[src/rtl/alu_pkg.sv]
`default_nettype none
// ============================================================================
// Module   : alu_pkg
// Brief    : Shared types and constants for the ALU execution unit.
// Revision : 1.0
// ============================================================================
package alu_pkg;

    typedef enum logic [2:0] {
        OP_ADD = 3'd0,
        OP_SUB = 3'd1,
        OP_AND = 3'd2,
        OP_OR  = 3'd3,
        OP_XOR = 3'd4,
        OP_SLT = 3'd5,
        OP_SLL = 3'd6,
        OP_MUL = 3'd7
    } alu_op_t;

    typedef enum logic [1:0] {
        S_IDLE = 2'd0,
        S_MUL  = 2'd1,
        S_WB   = 2'd2
    } state_t;

    localparam int X0 = 0;
    localparam int T1 = 6;
    localparam int A0 = 10;
    localparam int A1 = 11;

endpackage
`default_nettype wire

[src/rtl/alu_exec_unit_if.sv]
`default_nettype none
// ============================================================================
// Module   : alu_exec_unit_if
// Brief    : Decode-side handshake, operand selects and result bus.
// Revision : 1.0
// ============================================================================
interface alu_exec_unit_if #(
    parameter int REG_FILE_ADDR_WIDTH = 5,
    parameter int DATA_WIDTH          = 32
);
    import alu_pkg::*;

    logic                           valid_in;
    logic                           ready;
    alu_op_t                        ALUctrl;
    logic                           ALUsrc;
    logic [REG_FILE_ADDR_WIDTH-1:0] AD1;
    logic [REG_FILE_ADDR_WIDTH-1:0] AD2;
    logic [REG_FILE_ADDR_WIDTH-1:0] AD3;
    logic                           WE3;
    logic [DATA_WIDTH-1:0]          ImmOp;
    logic [DATA_WIDTH-1:0]          ALUout;
    logic                           EQ;
    logic                           done;
    logic [DATA_WIDTH-1:0]          a0;
    logic [DATA_WIDTH-1:0]          t1;
    logic [DATA_WIDTH-1:0]          a1;

    modport master (
        output valid_in, ALUctrl, ALUsrc, AD1, AD2, AD3, WE3, ImmOp,
        input  ready, ALUout, EQ, done, a0, t1, a1
    );

    modport slave (
        input  valid_in, ALUctrl, ALUsrc, AD1, AD2, AD3, WE3, ImmOp,
        output ready, ALUout, EQ, done, a0, t1, a1
    );

endinterface
`default_nettype wire

[src/rtl/mul_seq.sv]
`default_nettype none
// ============================================================================
// Module   : mul_seq
// Brief    : Shift-add multiplier, one multiplier bit per cycle, low half kept.
// Revision : 1.0
// ============================================================================
module mul_seq #(
    parameter int DATA_WIDTH = 32
) (
    input  wire logic                  clk,
    input  wire logic                  rst,
    input  wire logic                  i_start,
    input  wire logic [DATA_WIDTH-1:0] i_mcand,
    input  wire logic [DATA_WIDTH-1:0] i_mplier,
    output logic                       o_busy,
    output logic                       o_done,
    output logic [DATA_WIDTH-1:0]      o_product
);

    localparam int                c_CW   = $clog2(DATA_WIDTH) + 1;
    localparam logic [c_CW-1:0]   c_LAST = c_CW'(DATA_WIDTH - 1);

    logic [c_CW-1:0]       r_cnt;
    logic                  r_busy;
    logic [DATA_WIDTH-1:0] r_acc;
    logic [DATA_WIDTH-1:0] r_mcand;
    logic [DATA_WIDTH-1:0] r_mplier;

    // done marks the cycle whose closing edge performs the final iteration,
    // so the product register is complete immediately after that edge.
    assign o_done    = r_busy && (r_cnt == c_LAST);
    assign o_busy    = r_busy;
    assign o_product = r_acc;

    always_ff @(posedge clk) begin
        if (rst) begin
            r_cnt    <= '0;
            r_busy   <= 1'b0;
            r_acc    <= '0;
            r_mcand  <= '0;
            r_mplier <= '0;
        end else if (i_start) begin
            r_cnt    <= '0;
            r_busy   <= 1'b1;
            r_acc    <= '0;
            r_mcand  <= i_mcand;
            r_mplier <= i_mplier;
        end else if (r_busy) begin
            if (r_mplier[0]) begin
                r_acc <= r_acc + r_mcand;
            end
            r_mcand  <= r_mcand << 1;
            r_mplier <= r_mplier >> 1;
            r_cnt    <= r_cnt + c_CW'(1);
            if (o_done) begin
                r_busy <= 1'b0;
            end
        end
    end

endmodule
`default_nettype wire

[src/rtl/alu_exec_unit.sv]
`default_nettype none
// ============================================================================
// Module   : alu_exec_unit
// Brief    : Register file, operand mux, eight-op ALU and sequential MUL.
// Revision : 1.0
// ============================================================================
module alu_exec_unit
    import alu_pkg::*;
#(
    parameter int REG_FILE_ADDR_WIDTH = 5,
    parameter int DATA_WIDTH          = 32
) (
    input  wire logic      clk,
    input  wire logic      rst,
    alu_exec_unit_if.slave bus
);

    localparam int c_NREGS = 2 ** REG_FILE_ADDR_WIDTH;
    localparam int c_SHW   = $clog2(DATA_WIDTH);

    logic [DATA_WIDTH-1:0]          r_regs [c_NREGS];
    state_t                         r_state;
    state_t                         w_state_next;
    logic [DATA_WIDTH-1:0]          r_aluout;
    logic                           r_eq;
    logic                           r_done;
    logic [REG_FILE_ADDR_WIDTH-1:0] r_ad3;
    logic                           r_we3;

    logic [DATA_WIDTH-1:0]          w_rd1;
    logic [DATA_WIDTH-1:0]          w_op2;
    logic [c_SHW-1:0]               w_shamt;
    logic [DATA_WIDTH-1:0]          w_alu;
    logic [DATA_WIDTH-1:0]          w_result;
    logic [REG_FILE_ADDR_WIDTH-1:0] w_wr_addr;
    logic                           w_wr_en;
    logic                           w_ready;
    logic                           w_accept;
    logic                           w_retire;
    logic                           w_mul_start;
    logic                           w_mul_busy;
    logic                           w_mul_done;
    logic [DATA_WIDTH-1:0]          w_mul_product;

    assign w_rd1    = r_regs[bus.AD1];
    assign w_op2    = bus.ALUsrc ? bus.ImmOp : r_regs[bus.AD2];
    assign w_shamt  = w_op2[c_SHW-1:0];
    assign w_ready  = (r_state == S_IDLE) && !w_mul_busy;
    assign w_accept = bus.valid_in && w_ready;

    always_comb begin
        w_alu = '0;
        case (bus.ALUctrl)
            OP_ADD:  w_alu = w_rd1 + w_op2;
            OP_SUB:  w_alu = w_rd1 - w_op2;
            OP_AND:  w_alu = w_rd1 & w_op2;
            OP_OR:   w_alu = w_rd1 | w_op2;
            OP_XOR:  w_alu = w_rd1 ^ w_op2;
            OP_SLT:  w_alu = {{(DATA_WIDTH-1){1'b0}}, ($signed(w_rd1) < $signed(w_op2))};
            OP_SLL:  w_alu = w_rd1 << w_shamt;
            default: w_alu = '0;
        endcase
    end

    mul_seq #(
        .DATA_WIDTH (DATA_WIDTH)
    ) u_mul (
        .clk       (clk),
        .rst       (rst),
        .i_start   (w_mul_start),
        .i_mcand   (w_rd1),
        .i_mplier  (w_op2),
        .o_busy    (w_mul_busy),
        .o_done    (w_mul_done),
        .o_product (w_mul_product)
    );

    // Single-cycle ops retire on their accept edge using live decode fields;
    // MUL retires from WB using the write target captured at accept.
    always_comb begin
        w_state_next = r_state;
        w_retire     = 1'b0;
        w_mul_start  = 1'b0;
        w_result     = w_alu;
        w_wr_en      = bus.WE3;
        w_wr_addr    = bus.AD3;
        case (r_state)
            S_IDLE: begin
                if (w_accept) begin
                    if (bus.ALUctrl == OP_MUL) begin
                        w_mul_start  = 1'b1;
                        w_state_next = S_MUL;
                    end else begin
                        w_retire = 1'b1;
                    end
                end
            end
            S_MUL: begin
                if (w_mul_done) begin
                    w_state_next = S_WB;
                end
            end
            S_WB: begin
                w_retire     = 1'b1;
                w_result     = w_mul_product;
                w_wr_en      = r_we3;
                w_wr_addr    = r_ad3;
                w_state_next = S_IDLE;
            end
            default: w_state_next = S_IDLE;
        endcase
    end

    always_ff @(posedge clk) begin
        if (rst) begin
            r_state  <= S_IDLE;
            r_aluout <= '0;
            r_eq     <= 1'b0;
            r_done   <= 1'b0;
            r_ad3    <= '0;
            r_we3    <= 1'b0;
            for (int i = 0; i < c_NREGS; i++) begin
                r_regs[i] <= '0;
            end
        end else begin
            r_state <= w_state_next;
            r_done  <= w_retire;
            if (w_accept) begin
                r_eq  <= (w_rd1 == w_op2);
                r_ad3 <= bus.AD3;
                r_we3 <= bus.WE3;
            end
            if (w_retire) begin
                r_aluout <= w_result;
                if (w_wr_en && (w_wr_addr != '0)) begin
                    r_regs[w_wr_addr] <= w_result;
                end
            end
        end
    end

    assign bus.ready  = w_ready;
    assign bus.ALUout = r_aluout;
    assign bus.EQ     = r_eq;
    assign bus.done   = r_done;
    assign bus.a0     = r_regs[A0];
    assign bus.t1     = r_regs[T1];
    assign bus.a1     = r_regs[A1];

endmodule
`default_nettype wire

[src/flat_wrapper.sv]
// flat-port wrapper written by rule: the top's interface ports become plain ports
module alu_exec_unit_flat import alu_pkg::*;
#(
    parameter int REG_FILE_ADDR_WIDTH = 5,
    parameter int DATA_WIDTH          = 32
)
  (clk, rst, bus_valid_in, bus_ALUctrl, bus_ALUsrc, bus_AD1, bus_AD2, bus_AD3, bus_WE3, bus_ImmOp, bus_ready, bus_ALUout, bus_EQ, bus_done, bus_a0, bus_t1, bus_a1);
  alu_exec_unit_if #(.REG_FILE_ADDR_WIDTH(REG_FILE_ADDR_WIDTH), .DATA_WIDTH(DATA_WIDTH)) bus_i ();
  input  wire logic clk;
  input  wire logic rst;
  input wire logic [$bits(bus_i.valid_in)-1:0] bus_valid_in;
  input wire logic [$bits(bus_i.ALUctrl)-1:0] bus_ALUctrl;
  input wire logic [$bits(bus_i.ALUsrc)-1:0] bus_ALUsrc;
  input wire logic [$bits(bus_i.AD1)-1:0] bus_AD1;
  input wire logic [$bits(bus_i.AD2)-1:0] bus_AD2;
  input wire logic [$bits(bus_i.AD3)-1:0] bus_AD3;
  input wire logic [$bits(bus_i.WE3)-1:0] bus_WE3;
  input wire logic [$bits(bus_i.ImmOp)-1:0] bus_ImmOp;
  output wire logic [$bits(bus_i.ready)-1:0] bus_ready;
  output wire logic [$bits(bus_i.ALUout)-1:0] bus_ALUout;
  output wire logic [$bits(bus_i.EQ)-1:0] bus_EQ;
  output wire logic [$bits(bus_i.done)-1:0] bus_done;
  output wire logic [$bits(bus_i.a0)-1:0] bus_a0;
  output wire logic [$bits(bus_i.t1)-1:0] bus_t1;
  output wire logic [$bits(bus_i.a1)-1:0] bus_a1;
  assign bus_i.valid_in = bus_valid_in;
  assign bus_i.ALUctrl = bus_ALUctrl;
  assign bus_i.ALUsrc = bus_ALUsrc;
  assign bus_i.AD1 = bus_AD1;
  assign bus_i.AD2 = bus_AD2;
  assign bus_i.AD3 = bus_AD3;
  assign bus_i.WE3 = bus_WE3;
  assign bus_i.ImmOp = bus_ImmOp;
  assign bus_ready = bus_i.ready;
  assign bus_ALUout = bus_i.ALUout;
  assign bus_EQ = bus_i.EQ;
  assign bus_done = bus_i.done;
  assign bus_a0 = bus_i.a0;
  assign bus_t1 = bus_i.t1;
  assign bus_a1 = bus_i.a1;
  alu_exec_unit #(.REG_FILE_ADDR_WIDTH(REG_FILE_ADDR_WIDTH), .DATA_WIDTH(DATA_WIDTH)) u_core (.clk(clk), .rst(rst), .bus(bus_i));
endmodule
[config.mk]
export PLATFORM = sky130hd
export DESIGN_NAME = alu_exec_unit_flat
export DESIGN_NICKNAME = d
export VERILOG_FILES = /design/src/rtl/alu_pkg.sv /design/src/rtl/alu_exec_unit_if.sv /design/src/rtl/mul_seq.sv /design/src/rtl/alu_exec_unit.sv /design/src/flat_wrapper.sv
export SDC_FILE = /design/constraint.sdc
export NUM_CORES = 2
export LEC_CHECK = 0
export BUFFER_PORTS_ARGS = -buffer_cell sky130_fd_sc_hd__buf_2
export CORE_MARGIN = 4
export CORE_UTILIZATION = 56
export DETAILED_ROUTE_END_ITERATION = 10
export PLACE_DENSITY = 0.73
export SLEW_MARGIN = 10
export SYNTH_ARGS = -nofsm -noshare
export SYNTH_HDL_FRONTEND = slang
export SYNTH_SLANG_ARGS = --single-unit
[constraint.sdc]
create_clock -name clk -period 16 [get_ports clk]
set_input_delay 0.8 -clock clk [delete_from_list [all_inputs] [get_ports clk]]
set_output_delay 0.8 -clock clk [all_outputs]
set_load 0.05 [all_outputs]
==> flow_metrics.tcl <==
set metrics [dict create \
    post_cts.repair.setup_buffers 0 \
    initial_core_util_pct 56.7 \
    hp-class "in2reg" \
    grt_antenna_before_repair 18 \
    grt_max_degree 140 \
    max_slew.worst_pin.slew_ns 1.21 \
    wirelength_mm 262 \
    avgViaCountPerCell 7.24 \
    worst_slack_ns 7.63 \
    synth_edf_count 1024 \
    synth_cells 5787 \
    hold_buffers 0 \
    leakagePower_nw 27.6 \
    die_y_um 357 \
    synth_cell_type_count 112 \
    rsz0062_at_grt "false" \
    core-area_mm2 0.120 \
    grt_pass1_vias 52808 \
    p_per_area_mw_per_mm2 109 \
    cp_data_arrival_time_ns 8.85 \
    grt_overflow 0 \
    path_max_fanout 101 \
    first_pass_iters 6 \
    setup_violations 0 \
    fin_crit_ns 8.37 \
    cts_resized 0 \
    cts-root-buf "clkbuf_16" \
    die_area_mm2 0.128 \
    synth.avg_cell_area_um2 11.8 \
    path_clk_slew_ns 0.06 \
    peakVddDrop_mv 0.120 \
    max_freq_mhz 119 \
    wl_per_cell_um 34.9 \
    netlist_area_mm2 0.0683 \
    drtIter0Drc 9220 \
    power_mw 8.13 \
    hpwlAfterDp_mm 169 \
    io_buffers 185 \
    clock_latency_ns 0.80 \
    synthFlopType "edfxtp_1" \
    clock_sink_count 1169 \
    maxCapViolations 0 \
    synth.most_common_cell "nor2_1" \
    io_pins 186 \
    ff_latch_area_mm2 0.0337 \
    area_growth_syn_to_layout_pct 9.09 \
    grt_use_total_pct 40.4 \
    routabilityCongestion 1.03 \
    cts_inserted_buffers 120 \
    ys_ff_latch 1169 \
    num_vias 54335 \
    cts.path.max_buffers 3 \
    rows 127 \
    crit_type "in2reg" \
    grt_pass1_wl_mm 370 \
    preCtsSetupSlack_ns 7.01 \
    nets 5972 \
    skew_ns 0.104 \
    synth_common_cells "nor2_1, edfxtp_1, mux2i_1" \
    critPathRequiredTime_ns 16.48 \
    finalHoldViolCount 0 \
    endpoint_kind "flop" \
    synth_area_leaders "edfxtp_1, mux4_2, mux2i_1, nor2_1, dfxtp_1" \
    timing.final.crit_share_pct 52.3 \
    fillCellCount 9463 \
    report.final.slew_viol_count 0 \
    synth_top_area_share_pct 45.0 \
    drc 0 \
    relSlewSlack_pct 18.8 \
    crit_path_start_kind "input pin" \
    yosys_warnings 0 \
    cts_tree "yes" \
    ys_seq_area_share_pct 49.3 \
    drive_above_1_share_pct 19.7 \
    h-tree-depth 3 \
    status "finished clean" \
    drtAntennaViolNets 0 \
    multiInputGateArea_mm2 0.0321 \
    die_w_um 357 \
    synthArstFlopShare_pct 0 \
    whs_ns 0.338 \
    tns_ns 0 \
    yosysTopAreaCell "edfxtp_1" \
]
[metrics by stage]
stage               cell area, um2  utilization [%]  std cells
floorplan                    68400                -       5818
global placement             70600             58.6       7274
detailed placement           70600             58.6       7274
CTS                          74500             61.8       7494
global route                 74500             61.8       7502
finish                       74500             61.9       7506
[metal layers]
metal  part of all wire, %  global-route usage, %  vias up
li1                      -                      -    21711
met1                    34                   52.0    26596
met2                    44                   61.3     4926
met3                    15                   12.5     1094
met4                   6.8                   22.7        8
met5                 0.019                      0        -
[flip-flops by register name, indices dropped and copies added, names as in the netlist, 2 cells and up]
name                    count
u_core.u_mul.r_mplier      32
u_core.u_mul.r_cnt          6
u_core.u_mul.o_product     32
u_core.r_state              2
u_core.r_ad3                5
u_core.bus.ALUout          32
u_core.u_mul.r_mcand       32
u_core.r_regs            1024
[cell type report]
| class | count | area share [%] |
|---|---|---|
| diodes | 12 | 0.0403 |
| clock buffers | 149 | 4.19 |
| clock inverters | 71 | 1.06 |
| inverters | 119 | 0.613 |
| multi-input cells | 4012 | 43.1 |
| flip-flops and latches | 1169 | 45.2 |
| well taps | 1612 | 2.71 |
| repair buffers | 362 | 3.15 |
[critical path, stage by stage]
cell and delay, ns:
buf_8 0.68, buf_12 0.65, buf_4 0.82, mux4_2 0.64, mux4_2 0.52, mux2i_1 0.44
o21ai_0 0.23, inv_1 0.14, ha_1 0.46, inv_1 0.21, a21oi_1 0.31, o21ai_0 0.12
a21o_1 0.22, a21oi_1 0.22, o21ai_0 0.11, a21oi_1 0.18, o21bai_1 0.10, a211o_1 0.35
a311oi_1 0.29, nor4_1 0.13, o41ai_4 0.40, buf_4 0.42, nor2_1 0.10
[kinds of logic after synthesis]
group | share of synthesized area [%]
AOI/OAI and AO/OA | 9.58
xor gates and xnor gates | 0.616
adders and majority gates | 2.46
buffers and inverters | 4.43
DFF | 49.3
muxes | 21.5
other | 0.00549
and+or+nand+nor | 12.1
[power breakdown]
part,switching (mW),total (mW),internal [mW]
logic,1.26,1.81,0.553
clock network,1.25,2.83,1.58
registers,0.0719,3.49,3.42
[path summary, 6_finish.rpt]
kind | end | slack (ns) | cells past startpoint | startpoint
worst max-delay path | u_core.r_regs[8][29] | 7.63 | 23 | bus_AD2[0]
worst min-delay path | u_core.r_ad3[1] | 0.34 | 3 | bus_AD3[1]
worst max register to register | u_core.r_regs[15][16] | 8.76 | 18 | u_core.r_regs[11][5]
worst min register to register | u_core.bus.ALUout[13] | 0.45 | 2 | u_core.bus.ALUout[13]
[cell usage in the layout, fill, tap and decap left out, types with 41 or more instances in the layout]
| master | instances |
|---|---|
| dfxtp_1 | 144 |
| edfxtp_1 | 1024 |
| nand2_1 | 244 |
| inv_1 | 108 |
| buf_2 | 177 |
| o21ai_0 | 105 |
| nor2b_1 | 70 |
| clkbuf_16 | 120 |
| mux4_2 | 414 |
| nand3_1 | 86 |
| a211oi_1 | 82 |
| mux2i_1 | 459 |
| a21o_1 | 44 |
| ha_1 | 131 |
| buf_4 | 177 |
| nor3_1 | 41 |
| a21oi_1 | 234 |
| nor2_1 | 1215 |
| a22oi_1 | 163 |
Power figures use the tool's default switching activity.
